File: src/rtl/register_file_if.sv
// Bus bundle for register_file: operation strobes, addresses and write data in;
// registered read data and illegal-access flag out.
interface register_file_if #(
  parameter int DATA_WIDTH = 32,
  parameter int ADDR_WIDTH = 5
);
  // Strobe semantics: READ and WRITE are sampled on every rising clock edge with
  // no ready/back-pressure. {READ,WRITE} = 00 idle, 10 read, 01 write, 11 illegal.
  // Read data appears on DATA_R1/DATA_R2 after the edge that sampled READ=1 and
  // holds until the next read edge or reset; ERR is high for one cycle after an
  // illegal edge.
  logic                  READ;
  logic                  WRITE;
  logic [ADDR_WIDTH-1:0] ADDR_R1;
  logic [ADDR_WIDTH-1:0] ADDR_R2;
  logic [ADDR_WIDTH-1:0] ADDR_W;
  logic [DATA_WIDTH-1:0] DATA_W;
  logic [DATA_WIDTH-1:0] DATA_R1;
  logic [DATA_WIDTH-1:0] DATA_R2;
  logic                  ERR;

  modport master (
    output READ, WRITE, ADDR_R1, ADDR_R2, ADDR_W, DATA_W,
    input  DATA_R1, DATA_R2, ERR
  );

  modport slave (
    input  READ, WRITE, ADDR_R1, ADDR_R2, ADDR_W, DATA_W,
    output DATA_R1, DATA_R2, ERR
  );
endinterface

File: src/rtl/register_file.sv
// Two-read / one-write register file with registered outputs, a synchronous
// active-low reset that clears every word, and a one-cycle illegal-access flag.
module register_file #(
  parameter int DATA_WIDTH = 32,
  parameter int ADDR_WIDTH = 5
) (
  input  logic           C,
  input  logic           nR,
  register_file_if.slave bus
);

  localparam int DEPTH = 2 ** ADDR_WIDTH;

  logic [DATA_WIDTH-1:0] r_mem [DEPTH];
  logic [DATA_WIDTH-1:0] r_data_r1;
  logic [DATA_WIDTH-1:0] r_data_r2;
  logic                  r_err;
  logic [1:0]            w_op;

  assign w_op = {bus.READ, bus.WRITE};

  // Reset wins over any operation; read and write never share an edge, so no bypass.
  always_ff @(posedge C) begin
    if (!nR) begin
      r_mem     <= '{default: '0};
      r_data_r1 <= '0;
      r_data_r2 <= '0;
      r_err     <= 1'b0;
    end else begin
      r_err <= 1'b0;
      case (w_op)
        2'b10: begin
          r_data_r1 <= r_mem[bus.ADDR_R1];
          r_data_r2 <= r_mem[bus.ADDR_R2];
        end
        2'b01:   r_mem[bus.ADDR_W] <= bus.DATA_W;
        2'b11:   r_err <= 1'b1;
        default: ;
      endcase
    end
  end

  assign bus.DATA_R1 = r_data_r1;
  assign bus.DATA_R2 = r_data_r2;
  assign bus.ERR     = r_err;

endmodule

File: src/flat_wrapper.sv
// flat-port wrapper written by rule: the top's interface ports become plain ports
module register_file_flat 
#(
  parameter int DATA_WIDTH = 32,
  parameter int ADDR_WIDTH = 5
)
  (C, nR, bus_READ, bus_WRITE, bus_ADDR_R1, bus_ADDR_R2, bus_ADDR_W, bus_DATA_W, bus_DATA_R1, bus_DATA_R2, bus_ERR);
  register_file_if #(.DATA_WIDTH(DATA_WIDTH), .ADDR_WIDTH(ADDR_WIDTH)) bus_i ();
  input  logic C;
  input  logic nR;
  input wire logic [$bits(bus_i.READ)-1:0] bus_READ;
  input wire logic [$bits(bus_i.WRITE)-1:0] bus_WRITE;
  input wire logic [$bits(bus_i.ADDR_R1)-1:0] bus_ADDR_R1;
  input wire logic [$bits(bus_i.ADDR_R2)-1:0] bus_ADDR_R2;
  input wire logic [$bits(bus_i.ADDR_W)-1:0] bus_ADDR_W;
  input wire logic [$bits(bus_i.DATA_W)-1:0] bus_DATA_W;
  output wire logic [$bits(bus_i.DATA_R1)-1:0] bus_DATA_R1;
  output wire logic [$bits(bus_i.DATA_R2)-1:0] bus_DATA_R2;
  output wire logic [$bits(bus_i.ERR)-1:0] bus_ERR;
  assign bus_i.READ = bus_READ;
  assign bus_i.WRITE = bus_WRITE;
  assign bus_i.ADDR_R1 = bus_ADDR_R1;
  assign bus_i.ADDR_R2 = bus_ADDR_R2;
  assign bus_i.ADDR_W = bus_ADDR_W;
  assign bus_i.DATA_W = bus_DATA_W;
  assign bus_DATA_R1 = bus_i.DATA_R1;
  assign bus_DATA_R2 = bus_i.DATA_R2;
  assign bus_ERR = bus_i.ERR;
  register_file #(.DATA_WIDTH(DATA_WIDTH), .ADDR_WIDTH(ADDR_WIDTH)) u_core (.C(C), .nR(nR), .bus(bus_i));
endmodule
File: config.mk
export PLATFORM = sky130hd
export DESIGN_NAME = register_file_flat
export DESIGN_NICKNAME = d
export VERILOG_FILES = /design/src/rtl/register_file_if.sv /design/src/rtl/register_file.sv /design/src/flat_wrapper.sv
export SDC_FILE = /design/constraint.sdc
export NUM_CORES = 2
export LEC_CHECK = 0
export BUFFER_PORTS_ARGS = -buffer_cell sky130_fd_sc_hd__buf_2
export CORE_AREA = 4 4 303 305
export CTS_BUF_LIST = sky130_fd_sc_hd__clkbuf_2
export DETAILED_ROUTE_END_ITERATION = 6
export DIE_AREA = 0 0 307 309
export PLACE_DENSITY = 0.78
export SYNTH_ARGS = -nofsm -noshare
export SYNTH_HDL_FRONTEND = slang
export SYNTH_SLANG_ARGS = --single-unit
File: constraint.sdc
create_clock -name C -period 5.3 [get_ports C]
set_clock_uncertainty 0.05 [all_clocks]
set_input_delay 0.795 -clock C [delete_from_list [all_inputs] [get_ports C]]
set_output_delay 0.795 -clock C [all_outputs]
set_load 0.02 [all_outputs]
==> run_results.csv <==
group,metric,value,unit
timing,final-max-slew-violation-count,0,
clock_network,htreeDepth,5,
floorplan,die-height,309,um
finish,layout-drive-gt1-share,11.2,%
setup_path,critPathLaunchType,"flip-flop",
power,seq_power_share,51.6,%
clock_network,cts.sinks,1089,
setup_path,max_stage_delay,600,ps
grt,grt_pass1_wl,312000,um
setup_path,setup.worst_path.class,"reg -> out",
clock_network,clock_tree.buffer_depth,4,
timing,final.period_utilization,59.9,%
grt,grt_usage,43.0,%
grt,first_global_vias,51600,
synthesis,ys_top_cells_by_area,"dfxtp_1 38%, mux2i_1 18%, nand2_1 14%, a21boi_1 9.2%, a22oi_1 6.7%",
floorplan,initial_core_util,64.2,%
route,drt_iter0_markers,8689,
place,pre_cts_ws,1470,ps
grt,gr-usage-met2,62.7,%
grt,met1_usage,54.9,%
timing,relSlewSlack,6.30,%
clock_network,cts_setup_buffers,0,
timing,tightest_slew,1400,ps
synthesis,synth_seq_cells,1089,
timing,rsz0062_at_grt,"false",
floorplan,core_area,89300,um^2
floorplan,rows,110,
route,vias_per_cell,6.73,
synthesis,syn-cell-area,57300,um^2
power,power.density,264,nW/um^2
clock_network,cts_resized,0,
power,ir_drop,0.000193,V
route,drt.antenna.violating_nets,0,
place,dp_hpwl,118000,um
timing,finalHoldViolations,0,
clock_network,cts_buffers,299,
clock_network,root_buffer,"clkbuf_2",
floorplan,die_area,94900,um^2
clock_network,insertion_delay,1570,ps
grt,met3_usage,13.1,%
timing,fmax,315,MHz
synthesis,ys_types,31,
power,power.internal,11.2,mW
timing,setup_slack,2120,ps
synthesis,synth_top_area_share,38.0,%
finish,final_core_util,68.3,%
grt,antenna_found_initial,10,
timing,min_period,3180,ps
grt,busiest_layer,"met2",
setup_path,crit_chain,"buf_2",
power,p_leak,23.0,nW
grt,grt_max_degree,175,
synthesis,yosys.area.top_type,"dfxtp_1",
synthesis,synth_cells,6938,
power,pwr-share-clk,36.9,%
worst_hold_path,hold_path_class,"in -> reg",
power,combPwrFrac,11.6,%
synthesis,yosys_warnings,0,
setup_path,cp-end-kind,"primary output",
finish,syn_to_final_growth,6.36,%
flow_run,drv_cap,0,
finish,final_nets,6902,
synthesis,avgSynthCellArea,8.27,um^2
timing,setup_viol,0,
power,finalPower,16.1,mW
setup_path,crit_slowest_cell,"dfxtp_1",
synthesis,ys_seq_area_share,38.0,%
setup_path,required,4450,ps
power,p_switching,4.84,mW
clock_network,cts_tree,"done",
grt,overflow,0,
place,io_buffers,115,
synthesis,syn_nets,6989,
route,wl,214000,um
power,p_sw_share,30.1,%
route,vias,55300,
floorplan,pin_count,116,
setup_path,cp_max_fo,2,
clock_network,clk_pin_slew,100,ps
setup_path,critPathTopFamily,"flip-flops",
route,wire_per_inst,26.1,um
place,place_congestion,0.901,
route,drc_errors,0,
route,drt_pass1_iterations,7,
setup_path,cp.arrival,2330,ps
timing,fin_tns_setup,0,ps
floorplan,die_width,307,um
timing,whs,215,ps
setup_path,critPathBufInv,1,
outcome,outcome,"complete, no violations",
routing by layer:
metal	wire (um)	part of all wire, %
met1	79400	37
met2	89000	42
met3	30600	14
met4	15200	7.1
met5	80	0.037
layout by cell type (no fill, tap or decap):
cell type,n
nand3b_1,3
clkinv_2,3
buf_12,32
a21boi_1,705
nor3_1,1
nor2_4,34
or3b_2,2
diode_2,9
buf_4,103
or4_1,64
buf_8,3
nand3_1,1
and2_1,3
nand2b_1,1
and3_1,2
nand2_2,34
clkbuf_2,437
clkinv_1,32
bufinv_16,4
a21boi_0,319
nand2_1,2052
o21ai_0,64
nor3b_1,3
a22oi_1,512
a21oi_1,320
and2_4,2
nor2b_4,5
or2_2,3
nor2_1,4
or3_1,1
inv_2,6
and3b_1,2
or2_1,1
nand2b_2,4
buf_2,112
mux2i_1,1024
dlygate4sd3_1,44
dfxtp_1,1089
what timing repair did:
item | 4_1_cts | 5_1_grt
hold buffers | 44 | 0
setup endpoints to repair | 0 | 0
hold endpoints to repair | 1089 | 0
worst paths after layout:
kind	start	endpoint	slack, ps	depth (start not counted)
hold reg to reg	u_core.r_mem[683]$_SDFFE_PN0P_	u_core.r_mem[683]$_SDFFE_PN0P_	420	2
setup reg to reg	u_core.r_mem[472]$_SDFFE_PN0P_	u_core.bus.DATA_R1[24]$_SDFFE_PN0N_	3410	5
setup / recovery	u_core.bus.DATA_R2[14]$_SDFFE_PN0N_	bus_DATA_R2[14]	2120	1
hold / removal	bus_ADDR_R2[2]	u_core.bus.DATA_R2[3]$_SDFFE_PN0N_	220	6
state kept, by name, indices dropped and copies added, names as in the netlist:
signal              count
u_core.r_mem         1024
u_core.bus.DATA_R1     32
u_core.bus.DATA_R2     32
u_core.bus.ERR          1
cell families after synthesis:
group	count (synthesis)	synth area share, %
and+or+nand+nor	2222	15.1
buffers and inverters	683	5.51
DFF	1089	38.0
AOI/OAI and AO/OA	1920	23.5
muxes	1024	17.9
Yosys cell counts (all sizes together):
cell type	count
a21boi	1024
a21oi	320
a22oi	512
and2	5
and3	2
and3b	2
buf	132
clkbuf	550
dfxtp	1089
inv	1
mux2i	1024
nand2	2086
nand2b	5
nand3	1
nand3b	3
nor2	38
nor2b	5
nor3	1
nor3b	3
o21ai	64
or2	4
or3	1
or3b	2
or4	64
cell type report:
cell class                      instances  area (um^2)
Timing Repair Buffer                  294         2460
Clock inverter                         44          274
Inverter                                1         3.75
Clock buffer                          437         2190
Tap cell                             1176         1470
Antenna cell                            9         22.5
Fill cell                            7391        28300
Multi-Input combinational cell       5166        32800
Sequential cell                      1089        21800
per-stage QoR:
stage	cell area, um^2	cells
floorplan	57300	6938
global placement	58100	7682
detailed placement	58100	7682
CTS	61000	8207
global route	61000	8208
finish	61000	8216
power by group through the flow:
stage / combinational (mW) / sequential, mW / clock, mW
floorplan: 1.17 / 8.51 / 0
global placement: 1.74 / 8.48 / 0
detailed placement: 1.75 / 8.48 / 0
CTS: 1.78 / 8.29 / 5.91
global route: 1.89 / 8.30 / 6.36
finish: 1.86 / 8.29 / 5.92
Power figures use the tool's default switching activity.
